===== src/rtl/temp_seg_display.sv =====
// Temperature display stage: double-dabble conversion of an 8-bit word into
// three BCD digits, scanned onto a common-anode seven-segment display.
module temp_seg_display #(
  parameter int REFRESH_DIV = 100000
) (
  input  logic       clock,
  input  logic       reset,
  input  logic [7:0] temp_in,
  input  logic       temp_valid,
  output logic       busy,
  output logic [7:0] out_anode,
  output logic [7:0] out_cathode,
  output logic [1:0] debug_state
);

  localparam int CW = (REFRESH_DIV > 2) ? $clog2(REFRESH_DIV) : 1;

  typedef enum logic [1:0] {IDLE = 2'd0, CONV = 2'd1, LOAD = 2'd2} state_t;
  typedef enum logic [1:0] {SEL_HUND = 2'd0, SEL_TENS = 2'd1, SEL_ONES = 2'd2} sel_t;

  state_t      state;
  logic [7:0]  bin;
  logic [11:0] bcd;
  logic [2:0]  iter;
  logic [3:0]  hund;
  logic [3:0]  tens;
  logic [3:0]  ones;
  logic [7:0]  bcd_adj;

  logic [CW-1:0] refresh_cnt;
  sel_t          sel;
  logic [3:0]    cur_digit;
  logic          cur_blank;
  logic [7:0]    cur_anode;

  assign debug_state = state;

  // Hundreds never exceeds 1 before a shift for an 8-bit input, so only the
  // tens and ones nibbles can ever need the +3 correction.
  always_comb begin
    bcd_adj = bcd[7:0];
    if (bcd[3:0] >= 4'd5) bcd_adj[3:0] = bcd[3:0] + 4'd3;
    if (bcd[7:4] >= 4'd5) bcd_adj[7:4] = bcd[7:4] + 4'd3;
  end

  always_ff @(posedge clock) begin
    if (reset) begin
      state <= IDLE;
      busy  <= 1'b0;
      bin   <= 8'd0;
      bcd   <= 12'd0;
      iter  <= 3'd0;
      hund  <= 4'd0;
      tens  <= 4'd0;
      ones  <= 4'd0;
    end else begin
      case (state)
        IDLE: begin
          if (temp_valid) begin
            bin   <= temp_in;
            bcd   <= 12'd0;
            iter  <= 3'd0;
            state <= CONV;
            busy  <= 1'b1;
          end
        end
        CONV: begin
          bcd  <= {bcd[10:8], bcd_adj, bin[7]};
          bin  <= {bin[6:0], 1'b0};
          iter <= iter + 3'd1;
          if (iter == 3'd7) state <= LOAD;
        end
        LOAD: begin
          hund  <= bcd[11:8];
          tens  <= bcd[7:4];
          ones  <= bcd[3:0];
          state <= IDLE;
          busy  <= 1'b0;
        end
        default: begin
          state <= IDLE;
          busy  <= 1'b0;
        end
      endcase
    end
  end

  always_ff @(posedge clock) begin
    if (reset) begin
      refresh_cnt <= '0;
      sel         <= SEL_HUND;
    end else if (refresh_cnt == CW'(REFRESH_DIV - 1)) begin
      refresh_cnt <= '0;
      case (sel)
        SEL_HUND: sel <= SEL_TENS;
        SEL_TENS: sel <= SEL_ONES;
        default:  sel <= SEL_HUND;
      endcase
    end else begin
      refresh_cnt <= refresh_cnt + CW'(1);
    end
  end

  function automatic logic [7:0] seg_pattern(input logic [3:0] d);
    case (d)
      4'd0:    seg_pattern = 8'h03;
      4'd1:    seg_pattern = 8'h9F;
      4'd2:    seg_pattern = 8'h25;
      4'd3:    seg_pattern = 8'h0D;
      4'd4:    seg_pattern = 8'h99;
      4'd5:    seg_pattern = 8'h49;
      4'd6:    seg_pattern = 8'h41;
      4'd7:    seg_pattern = 8'h1F;
      4'd8:    seg_pattern = 8'h01;
      4'd9:    seg_pattern = 8'h09;
      default: seg_pattern = 8'hFF;
    endcase
  endfunction

  // Leading-zero blanking: hundreds blank on 0, tens blank only when hundreds is also 0.
  always_comb begin
    cur_digit = ones;
    cur_blank = 1'b0;
    cur_anode = 8'hDF;
    case (sel)
      SEL_HUND: begin
        cur_digit = hund;
        cur_blank = (hund == 4'd0);
        cur_anode = 8'h7F;
      end
      SEL_TENS: begin
        cur_digit = tens;
        cur_blank = (hund == 4'd0) && (tens == 4'd0);
        cur_anode = 8'hBF;
      end
      default: begin
        cur_digit = ones;
        cur_blank = 1'b0;
        cur_anode = 8'hDF;
      end
    endcase
  end

  always_ff @(posedge clock) begin
    if (reset) begin
      out_anode   <= 8'hFF;
      out_cathode <= 8'hFF;
    end else begin
      out_anode   <= cur_anode;
      out_cathode <= cur_blank ? 8'hFF : seg_pattern(cur_digit);
    end
  end

endmodule


===== config.mk =====
export PLATFORM = sky130hd
export DESIGN_NAME = temp_seg_display
export DESIGN_NICKNAME = d
export VERILOG_FILES = /design/src/rtl/temp_seg_display.sv
export SDC_FILE = /design/constraint.sdc
export NUM_CORES = 1
export LEC_CHECK = 0
export BUFFER_PORTS_ARGS = -buffer_cell sky130_fd_sc_hd__buf_2
export CORE_UTILIZATION = 58
export CTS_CLUSTER_DIAMETER = 120
export DETAILED_ROUTE_END_ITERATION = 6
export PLACE_DENSITY = 0.77
export SETUP_SLACK_MARGIN = 0.4
export SKIP_CTS_REPAIR_TIMING = 1
export SYNTH_ARGS = -nofsm -noshare
export SYNTH_HDL_FRONTEND = slang
export SYNTH_SLANG_ARGS = --single-unit

===== constraint.sdc =====
create_clock -name clock -period 2 [get_ports clock]
set_input_delay 0.1 -clock clock [delete_from_list [all_inputs] [get_ports clock]]
set_output_delay 0.1 -clock clock [all_outputs]
set_load 0.02 [all_outputs]

==> results.sh <==
export IMPL_holdCritPathClass="primary input to flip-flop"
export IMPL_final_nets=399
export IMPL_htree_num_levels=3
export IMPL_synth_enable_flop_cells=0
export IMPL_area_growth_synth_to_final_pct=19.21
export IMPL_vias_per_cell=5.317
export IMPL_maxClockFrequency_mhz=612.6
export IMPL_synth_sequential_area_ratio_pct=44.67
export IMPL_finalHoldViolations=0
export IMPL_worst_skew_pair_late_latency_ps=340
export IMPL_maxSlewViolCount=0
export IMPL_drt_iter0_drc=132
export IMPL_first_global_vias=2088
export IMPL_die_x_um=73.96
export IMPL_clk_path_buf_depth=2
export IMPL_power_density_cell_area_nw_per_um2=751.0
export IMPL_pin_count_of_the_biggest_net_entering_global_routing=18
export IMPL_total_track_usage_pct=21.76
export IMPL_cts_clk_slew_worst_paths_ps=70
export IMPL_layout_cells_sized_above_1_pct=24.67
export IMPL_port_buffers=23
export IMPL_postPlaceCellArea_sq_um=3178
export IMPL_total_cts_buffers=9
export IMPL_end_of_the_critical_path="out_cathode[1]"
export IMPL_met1_wire_length_um=2620
export IMPL_topRoutingLayerUsed="met4"
export IMPL_yosysTopAreaCellShare_pct=44.67
export IMPL_global_route_overflow_total=0
export IMPL_worst_r2r_endpoint="out_cathode[1]"
export IMPL_drv_cap=0
export IMPL_syn_cell_area_sq_um=3003
export IMPL_worstPathRequired_ps=2230
export IMPL_drtAntennaViolNets=0
export IMPL_vdd_ir_drop_max_mv=0.6072
export IMPL_fin_skew_ps=5.059
export IMPL_finalWeightedCongestion=0.7768
export IMPL_core_area_sq_um=4848
export IMPL_final_period_utilization_pct=81.61
export IMPL_crit_path_end_kind="flip-flop"
export IMPL_tns_ps=0
export IMPL_worst_endpoint_arrival_ps=1870
export IMPL_synth_largest_area_cell="sky130_fd_sc_hd__dfxtp_1"
export IMPL_multi_input_area_sq_um=1600
export IMPL_ys_dominant_reg_cell="sky130_fd_sc_hd__dfxtp_1"
export IMPL_setup_worst_path_class="flip-flop to flip-flop"
export IMPL_drcViolationCount=0
export IMPL_clock_sinks=67
export IMPL_seq_area_sq_um=1349
export IMPL_final_fill_count=362
export IMPL_total_leakage_power_nw=1.404
export IMPL_drtPass1Iterations=4
export IMPL_ff2ff_path_depth=7
export IMPL_ys_warnings_count=0
export IMPL_worst_setup_path_startpoint="sel[0]"
export IMPL_floorplan_initialDensity_pct=61.94
export IMPL_clock_tree_root_cell="sky130_fd_sc_hd__clkbuf_8"
export IMPL_register_to_register_path_setup_slack_ps=370
export IMPL_finalWorstPathRequiredPeriod_ps=1632
export IMPL_final_setup_viol_count=0
export IMPL_overall_die_area_sq_um=5469
export IMPL_wl_per_cell_um=12.67
export IMPL_critical_path_max_fanout=6
export IMPL_synth_area_leaders="sky130_fd_sc_hd__dfxtp_1 (45%), sky130_fd_sc_hd__nand2_1 (6.5%), sky130_fd_sc_hd__nor2_1 (5.6%), sky130_fd_sc_hd__ha_1 (5.0%), sky130_fd_sc_hd__a21oi_1 (3.3%)"
export IMPL_n_antenna_cell=0
export IMPL_async_flop_share_pct=0
export IMPL_unrepaired_setup_endpoints_after_global_routing="yes"
export IMPL_grt_first_pass_wirelength_um=8997
export IMPL_dr_total_vias=2382
export IMPL_hpwl_um=3719
export IMPL_tritoncts="yes"
export IMPL_floorplan_io_pins=30
export IMPL_postSynthAreaPerCell_sq_um=8.858
export IMPL_detailroute_wirelength_met3_um=228
export IMPL_finalCoreUtilization_pct=73.83
export IMPL_timing_critical_path_from_type="flip-flop"
export IMPL_ys_ff_latch=67
export IMPL_die_height_um=73.96
export IMPL_rows=25
export IMPL_timing_rr_start="sel[0]"
export IMPL_finish_instance_area_sq_um=3580
export IMPL_wl_met2_um=2790
export IMPL_post_synth_num_cell_types=45
export IMPL_number_of_antenna_violations_at_the_first_check_in_global_routing=0
export IMPL_synthCells=339
export IMPL_run_status="completed"
export IMPL_route_final_wire_length_um=5676
==> routing by layer <==
layer / global-route usage, % / vias to the layer above
met5: 0 / -
met4: 6.838 / 0
met3: 8.943 / 7
met2: 35.96 / 48
met1: 25.79 / 1110
li1: - / 1217
==> layout make-up <==
type                       count  area share, %
clock inverter                 4          1.328
inverter                       9         0.9437
timing repair buffer          45          8.389
sequential                    67          37.68
tap                           67          2.342
multi-input combinational    244          44.70
clock buffer                  12          4.614
==> cell usage after synthesis, types with 2 or more instances <==
master,n
sky130_fd_sc_hd__clkbuf_1,14
sky130_fd_sc_hd__xor2_1,9
sky130_fd_sc_hd__nand3_1,4
sky130_fd_sc_hd__nand2_1,52
sky130_fd_sc_hd__buf_4,6
sky130_fd_sc_hd__a22oi_1,8
sky130_fd_sc_hd__xnor2_1,11
sky130_fd_sc_hd__a32oi_1,2
sky130_fd_sc_hd__mux2_4,2
sky130_fd_sc_hd__and3_1,4
sky130_fd_sc_hd__a311oi_1,7
sky130_fd_sc_hd__or2_1,2
sky130_fd_sc_hd__or3_1,2
sky130_fd_sc_hd__nor3_1,8
sky130_fd_sc_hd__nand4_1,3
sky130_fd_sc_hd__o21ai_0,10
sky130_fd_sc_hd__dfxtp_1,67
sky130_fd_sc_hd__ha_1,12
sky130_fd_sc_hd__and4_1,4
sky130_fd_sc_hd__a21o_1,2
sky130_fd_sc_hd__mux2_2,3
sky130_fd_sc_hd__buf_6,2
sky130_fd_sc_hd__a21oi_1,20
sky130_fd_sc_hd__nand2b_1,6
sky130_fd_sc_hd__nor2_1,45
sky130_fd_sc_hd__mux2i_4,2
sky130_fd_sc_hd__mux2i_1,5
sky130_fd_sc_hd__o211ai_1,2
sky130_fd_sc_hd__inv_1,9
==> worst min-delay path by stage <==
stage,from,to,depth (start not counted)
2_1_floorplan,temp_in[1],bin[1],2
3_3_place_gp,temp_in[1],bin[1],3
3_5_place_dp,temp_in[6],bin[6],3
4_1_cts,temp_in[6],bin[6],3
5_1_grt,temp_in[5],bin[5],3
6_report,temp_in[5],bin[5],3
==> flip-flops by register name, summed over array words and instances (netlist names), 2 cells and up <==
name and flops:
out_cathode 7, iter 3, refresh_cnt 17, ones 4, out_anode 3, tens 4
debug_state 2, bin 8, sel 2, bcd 12, hund 4
==> cell families after synthesis <==
logic type	synth area share (%)
compound gates	12.04
xor+xnor	5.833
fa+ha+maj	5.000
buf+inv	5.958
flops	44.67
mux	5.292
other cells	0.1249
simple gates	21.08
==> metrics by stage <==
stage,hold slack [ps],cells,total power [mW],setup slack [ps]
after CTS,10.18,436,2.695,110.5
final,20.76,448,2.688,367.7
after floorplan,262.5,344,1.514,316.1
after global placement,368.6,420,1.538,166.0
after detailed placement,376.0,420,1.541,122.9
after global routing,16.31,448,2.799,299.9
==> power breakdown <==
part	switching, mW	leakage (nW)	total (mW)	internal [mW]
sequential	0.0173	0.546	1.38	1.36
clock	0.492	0.108	1.17	0.673
combinational	0.0919	0.749	0.147	0.0552
==> critical path, stage by stage, from the launching register on <==
cell                      delay (ps)
sky130_fd_sc_hd__dfxtp_4         390
sky130_fd_sc_hd__mux2_4          310
sky130_fd_sc_hd__mux2i_4         200
sky130_fd_sc_hd__inv_2            80
sky130_fd_sc_hd__ha_4            170
sky130_fd_sc_hd__nor3_2          110
sky130_fd_sc_hd__a21oi_1          50
sky130_fd_sc_hd__or2_1           200
==> cell usage in the layout (no fill, tap or decap), types with 4 or more instances in the layout <==
cell,netlist,layout
sky130_fd_sc_hd__a21oi_1,20,20
sky130_fd_sc_hd__a22oi_1,8,8
sky130_fd_sc_hd__a311oi_1,7,7
sky130_fd_sc_hd__and3_1,4,4
sky130_fd_sc_hd__buf_2,1,23
sky130_fd_sc_hd__buf_4,6,16
sky130_fd_sc_hd__buf_6,2,4
sky130_fd_sc_hd__clkbuf_8,0,12
sky130_fd_sc_hd__conb_1,1,6
sky130_fd_sc_hd__dfxtp_1,67,63
sky130_fd_sc_hd__ha_1,12,10
sky130_fd_sc_hd__inv_1,9,7
sky130_fd_sc_hd__mux2_4,2,4
sky130_fd_sc_hd__mux2i_1,5,4
sky130_fd_sc_hd__nand2_1,52,52
sky130_fd_sc_hd__nand2b_1,6,6
sky130_fd_sc_hd__nand3_1,4,4
sky130_fd_sc_hd__nor2_1,45,38
sky130_fd_sc_hd__nor2_2,0,7
sky130_fd_sc_hd__nor3_1,8,6
sky130_fd_sc_hd__o21ai_0,10,10
sky130_fd_sc_hd__xnor2_1,11,11
sky130_fd_sc_hd__xor2_1,9,9
No activity file was read; power rests on OpenSTA's default activity.
